===== src/rtl/shift_left_seq_if.sv =====
// Bundle of request and result signals for the sequential left shifter.
// Ports: start/a/amount/rotate flow master->slave; result/busy/done/zero_flag/
//        carry_flag flow slave->master. Clock and reset stay outside the bundle.
interface shift_left_seq_if #(
  parameter int WIDTH = 4,
  parameter int AMT_W = $clog2(WIDTH) + 1
);
  logic             start;
  logic [WIDTH-1:0] a;
  logic [AMT_W-1:0] amount;
  logic             rotate;
  logic [WIDTH-1:0] result;
  logic             busy;
  logic             done;
  logic             zero_flag;
  logic             carry_flag;

  // Requester side (testbench / ALU sequencer)
  modport master (
    output start, a, amount, rotate,
    input  result, busy, done, zero_flag, carry_flag
  );

  // Shifter side
  modport slave (
    input  start, a, amount, rotate,
    output result, busy, done, zero_flag, carry_flag
  );
endinterface


===== src/rtl/shift_left_seq.sv =====
// Sequential left shifter: one bit position per clock, zero fill (or rotate when
// SHIFT_LEFT_ROTATE_EN is defined), with carry/zero flags and a one-cycle done pulse.
// Ports: clk, rst_n (async active-low), bus (shift_left_seq_if.slave) carrying
//        start/a/amount/rotate in and result/busy/done/zero_flag/carry_flag out.
// Latency amount+1 cycles from start to done; start is ignored while busy.
module shift_left_seq #(
  parameter int WIDTH = 4,
  parameter int AMT_W = $clog2(WIDTH) + 1
) (
  input  logic               clk,
  input  logic               rst_n,
  shift_left_seq_if.slave    bus
);

  localparam logic [1:0] ST_IDLE  = 2'd0;
  localparam logic [1:0] ST_SHIFT = 2'd1;
  localparam logic [1:0] ST_DONE  = 2'd2;

  logic [1:0]       state;
  logic [WIDTH-1:0] result_q;
  logic [AMT_W-1:0] cnt;
  logic             carry_q;
  logic             fill;

`ifdef SHIFT_LEFT_ROTATE_EN
  logic rot_q;

  // Rotation feeds the outgoing MSB back into the LSB.
  assign fill = rot_q & result_q[WIDTH-1];

  always_ff @(posedge clk or negedge rst_n) begin
    if (!rst_n) begin
      rot_q <= 1'b0;
    end else if (state == ST_IDLE && bus.start) begin
      rot_q <= bus.rotate;
    end
  end
`else
  // Logical shift only; the rotate request is accepted on the port but has no effect.
  logic unused_rotate;
  assign unused_rotate = bus.rotate;
  assign fill          = 1'b0;
`endif

  always_ff @(posedge clk or negedge rst_n) begin
    if (!rst_n) begin
      state    <= ST_IDLE;
      result_q <= '0;
      cnt      <= '0;
      carry_q  <= 1'b0;
    end else begin
      case (state)
        ST_IDLE: begin
          if (bus.start) begin
            result_q <= bus.a;
            cnt      <= bus.amount;
            carry_q  <= 1'b0;
            // A zero amount skips SHIFT entirely and completes next cycle.
            state    <= (bus.amount != '0) ? ST_SHIFT : ST_DONE;
          end
        end
        ST_SHIFT: begin
          carry_q  <= result_q[WIDTH-1];
          result_q <= {result_q[WIDTH-2:0], fill};
          // cnt is nonzero on every SHIFT edge, so the decrement never wraps.
          cnt      <= cnt - AMT_W'(1);
          if (cnt == AMT_W'(1)) begin
            state <= ST_DONE;
          end
        end
        ST_DONE: begin
          state <= ST_IDLE;
        end
        default: begin
          state <= ST_IDLE;
        end
      endcase
    end
  end

  assign bus.result     = result_q;
  assign bus.carry_flag = carry_q;
  assign bus.zero_flag  = (result_q == '0);
  assign bus.busy       = (state != ST_IDLE);
  assign bus.done       = (state == ST_DONE);

endmodule

===== src/flat_wrapper.sv =====
// flat-port wrapper written by rule: the top's interface ports become plain ports
module shift_left_seq_flat 
#(
  parameter int WIDTH = 4,
  parameter int AMT_W = $clog2(WIDTH) + 1
)
  (clk, rst_n, bus_start, bus_a, bus_amount, bus_rotate, bus_result, bus_busy, bus_done, bus_zero_flag, bus_carry_flag);
  shift_left_seq_if #(.WIDTH(WIDTH), .AMT_W(AMT_W)) bus_i ();
  input  logic clk;
  input  logic rst_n;
  input wire logic [$bits(bus_i.start)-1:0] bus_start;
  input wire logic [$bits(bus_i.a)-1:0] bus_a;
  input wire logic [$bits(bus_i.amount)-1:0] bus_amount;
  input wire logic [$bits(bus_i.rotate)-1:0] bus_rotate;
  output wire logic [$bits(bus_i.result)-1:0] bus_result;
  output wire logic [$bits(bus_i.busy)-1:0] bus_busy;
  output wire logic [$bits(bus_i.done)-1:0] bus_done;
  output wire logic [$bits(bus_i.zero_flag)-1:0] bus_zero_flag;
  output wire logic [$bits(bus_i.carry_flag)-1:0] bus_carry_flag;
  assign bus_i.start = bus_start;
  assign bus_i.a = bus_a;
  assign bus_i.amount = bus_amount;
  assign bus_i.rotate = bus_rotate;
  assign bus_result = bus_i.result;
  assign bus_busy = bus_i.busy;
  assign bus_done = bus_i.done;
  assign bus_zero_flag = bus_i.zero_flag;
  assign bus_carry_flag = bus_i.carry_flag;
  shift_left_seq #(.WIDTH(WIDTH), .AMT_W(AMT_W)) u_core (.clk(clk), .rst_n(rst_n), .bus(bus_i));
endmodule

===== config.mk =====
export PLATFORM = sky130hd
export DESIGN_NAME = shift_left_seq_flat
export DESIGN_NICKNAME = d
export VERILOG_FILES = /design/src/rtl/shift_left_seq_if.sv /design/src/rtl/shift_left_seq.sv /design/src/flat_wrapper.sv
export SDC_FILE = /design/constraint.sdc
export NUM_CORES = 1
export LEC_CHECK = 0
export ABC_AREA = 1
export CORE_MARGIN = 2
export CORE_UTILIZATION = 36
export DETAILED_ROUTE_END_ITERATION = 6
export DONT_BUFFER_PORTS = 1
export MAX_ROUTING_LAYER = met4
export PLACE_DENSITY = 0.49
export SETUP_SLACK_MARGIN = 0.4
export SYNTH_ARGS = -nofsm -noshare
export SYNTH_HDL_FRONTEND = slang
export SYNTH_SLANG_ARGS = --single-unit

===== constraint.sdc =====
create_clock -name clk -period 1.3 [get_ports clk]
set_input_delay 0.13 -clock clk [delete_from_list [all_inputs] [get_ports clk]]
set_output_delay 0.13 -clock clk [all_outputs]
set_load 0.02 [all_outputs]

---- Word-level counts from Yosys, hierarchy flattened ----
Cells that the tools add are included.
Widths: inputs -> output; s select.
storage, ports and cells
  register bits ........................... 10
  word-level logic and storage cells ...... 27
  input port bits ......................... 11
  output and inout port bits .............. 8
cells by class
  reduce and logical (&&, ||, !) cells .... 7
  equal/unequal tests ..................... 5
  $add $sub $neg .......................... 1
  muxes and demuxes ....................... 10
operators by type and width
  kind                 number
  $pmux 4 s2           1
  $mux 2               3
  $pmux 3 s2           1
  $logic_not 4->1      1
  $mux 4               1
  $pmux 2 s2           1
  $reduce_and 2->1     2
  $reduce_bool 2->1    2
  $eq 3x1->1 const B   1
  $mux 3               1
  $reduce_bool 3->1    1
  $sub 3x1->3 const B  1
  $eq 2x1->1 const B   1
  $eq 2x2->1 const B   1
  $logic_not 2->1      1
  $ne 2x1->1 const B   1
  $ne 2x2->1 const B   1
  $pmux 1 s2           1
  $mux 1               1

---- Longest topological paths before layout ----
  depth in word-level cells ............... 4
  mapped depth ............................ 7
  gate-level depth less buffers ........... 7

---- Least setup slack after synthesis ----
Ideal clock, no wire load.
  path kind ............................... reg-to-output
  start point ............................. reg u_core.result_q[0] (netlist: u_core.bus.result[0])
  end point ............................... out bus_zero_flag
  cell stages (with the launch flop) ...... 3
  setup slack ............................. 0.066 ns
  path buffers ............................ 0
  arrival ................................. 1.104 ns
  required time ........................... 1.170 ns
  cells stage by stage .................... dfrtp_1 nor2_1 nor3b_1
on the way
  longest elaborated chain between the ends .. 1
RTL lines
  item                      RTL line              source
  start: declaration        shift_left_seq.sv:20  logic [WIDTH-1:0] result_q;
  start signal: assignment  shift_left_seq.sv:55  result_q <= bus.a;
  start signal: assignment  shift_left_seq.sv:64  result_q <= {result_q[WIDTH-2:0], fill};
  $logic_not 4->1           shift_left_seq.sv:83  assign bus.zero_flag = (result_q == '0);
  end: declaration          flat_wrapper.sv:18    output wire logic [$bits(bus_i.zero_flag)-1:0] bus_zero_flag;
No other way between the ends.

---- Worst setup path in the final report ----
Ends and elaborated chain as after synthesis.

==> metrics <==
residual overflow from global routing 0; fin crit period 1300 ps; Final Hold Fails 0; Synth Warn # 0; pre-CTS setup slack 181 ps; vias slightly below 600; dominant cells by area after synthesis dfrtp_1 (42%), nand2_1 (24%), nand3_1 (8.5%); busiest layer in global routing met2; TNS Setup 0 ps; share of layout cells above drive strength 1 56.4%; die area 1980 sq um; RSZ-0062 raised after global routing yes; router iterations before antenna repair 4; Crit Path Max Fanout 4; outcome complete, no violations; Area after DPL 638 sq um; vias in the first global route 560; grt met2 use 28.4%; Max Cap Viol 0; clock sinks 10; routed wire length ~1500 um; Max Fclk just under 0.8 GHz; Setup CP Type flop to output port; antenna violation net count after detailed routing 0; Clock Path Buffers 2; M1 GR Usage 22.4%; Port Buffer Count 0; Area Overhead vs Synth 64.3%; Yosys cell types 14; static leakage 0.488 nW; worst path required time 1170 ps; post-DR wirelength/cell ~13 um; Max rail drop VDD 1.44 mV; initial antenna violation count 0; total power between 0.002 and 0.003 W; Hold Path Class input pin to flop; RePlAce Congestion 0.735; detailed placement HPWL 997 um; io pins 19; Finished Cell Area 968 sq um; Syn Std Cell Area between 500 and 600 sq um; post-layout net count between 100 and 150; crit-path cells nor2_2 -> nor3b_4; critical path arrival ~1200 ps; post-synthesis average cell area 7.10 sq um; Syn Inst Count 83; met3 Use GR 6.94%; # setup viols final 0; crit path capture type output port; worst slew pin tran 497 ps; filler cell count 130; Global Route Usage Sum 18.5%; flop2flop setup slack 170 ps; Yosys top cell area share between 40 and 50%; clock slew at reported path FFs about 70 ps; CTS tree yes; largest net degree at the start of global routing 11; Die X-Extent 44.5 um; clk_skew 13.4 ps; die height 44.5 um; slowest cell delay on critical path ~480 ps; number of remaining DRC errors 0; H-tree lvl count 1; Critical Path Source Type flop; CP max stage cell dfrtp_2; Worst slew margin approximately two thirds; Detailed Route Iter0 Violations 7; ANT cells 0; CTS buffer count 3; final setup margin 3.24 ps; Initial Utilization 38.7%; sequential element share of the synthesized area 42.5%; Slew Viols, Final 0; register bit total from synthesis 10; clock latency at the later pin of the worst-skew pair 270 ps; drt via density 5.00; final hold slack 9.78 ps; PD cells 2690 nW/um^2; row count 14; clk root buf clkbuf_4; syn nets 96; first-pass GRT wire length ~2500 um; area leader, netlist dfrtp_1; core area about 1500 sq um; final worst-path cycle share between 90 and 100%
==> path summary, 6_finish.rpt <==
check / end / cells past startpoint / start
max: bus_zero_flag / 2 / u_core.bus.result[0]$_DFFE_PN0P_
min: u_core.cnt[2]$_DFFE_PN0P_ / 2 / bus_amount[2]
max reg2reg: u_core.bus.result[3]$_DFFE_PN0P_ / 7 / u_core.state[1]$_DFFE_PN0P_
min reg2reg: u_core.cnt[1]$_DFFE_PN0P_ / 2 / u_core.cnt[1]$_DFFE_PN0P_
max in group asynchronous: u_core.bus.result[3]$_DFFE_PN0P_ / 1 / rst_n
min in group asynchronous: u_core.state[1]$_DFFE_PN0P_ / 1 / rst_n
==> per-layer routing <==
metal  vias to the layer above  wire [um]
li1                        295          -
met1                       276        716
met2                        12        761
met3                         2         61
met4                         0          6
met5                         -          0
==> synthesized netlist by cell type, drive strengths merged <==
| cell type | number |
|---|---|
| nor3 | 1 |
| nand3 | 10 |
| a21oi | 1 |
| nor2 | 6 |
| nor3b | 1 |
| clkbuf | 1 |
| nand2 | 40 |
| dfrtp | 10 |
| o21ai | 1 |
| inv | 10 |
| ha | 2 |
==> area by class of cell <==
class                           count  area (sq um)  share of cell area, %
Timing Repair Buffer               15           160                   16.5
Inverter                           10          50.0                   5.17
Tap cell                           16          20.0                   2.07
Sequential cell                    10           256                   26.5
Clock buffer                        4          26.3                   2.71
Multi-Input combinational cell     62           455                   47.0
==> placed cells by master (no fill, tap or decap), drive strengths merged <==
cell	instances
o21ai	1
clkbuf	4
a21oi	1
inv	9
ha	2
nor3	1
nand2	40
nand3	10
dfrtp	10
clkinv	1
buf	13
nor3b	1
dlygate4sd3	2
nor2	6
==> kinds of logic (layout without fill, tap and decap cells) <==
group                      after synthesis  after routing  share of synthesized area, %
and+or+nand+nor                         58             58                          42.9
buffers and inverters                   11             29                          8.71
adders and majority gates                2              2                          4.25
DFF                                     10             10                          42.5
AOI/OAI and AO/OA                        2              2                          1.70
==> state kept, by name (all words and copies together) (netlist names) <==
name                   count
u_core.cnt                 3
u_core.bus.carry_flag      1
u_core.state               2
u_core.bus.result          4
==> critical path: cells and delay by family (launching register included) <==
| kind | cells | cell delay, ps |
|---|---|---|
| flops | 1 | 480 |
| simple gates | 2 | 420 |
==> metrics by stage <==
step                      util, %  instances
after floorplan                 -         83
after global placement       41.9        102
after detailed placement     41.9        102
after CTS                    59.7        117
after global routing         63.5        117
final                        63.5        117
==> timing repair <==
action | CTS | global route
pin swaps | 17 | 8
endpoints found under the hold margin | 11 | 0
endpoints found under the setup margin | 16 | 15
cloned | 0 | 0
hold buffers | 2 | 0
setup buffers | 9 | 0
resized for setup | 42 | 17
==> where the power goes <==
group / total [W] / internal [W] / switching, W
combinational: 0.00166 / 0.000761 / 0.000899
sequential: 0.000722 / 0.000469 / 0.000253
clock: 0.000223 / 0.000118 / 0.000105
total: 0.00261 / 0.00135 / 0.00126
(Power assumes the default switching activity.)
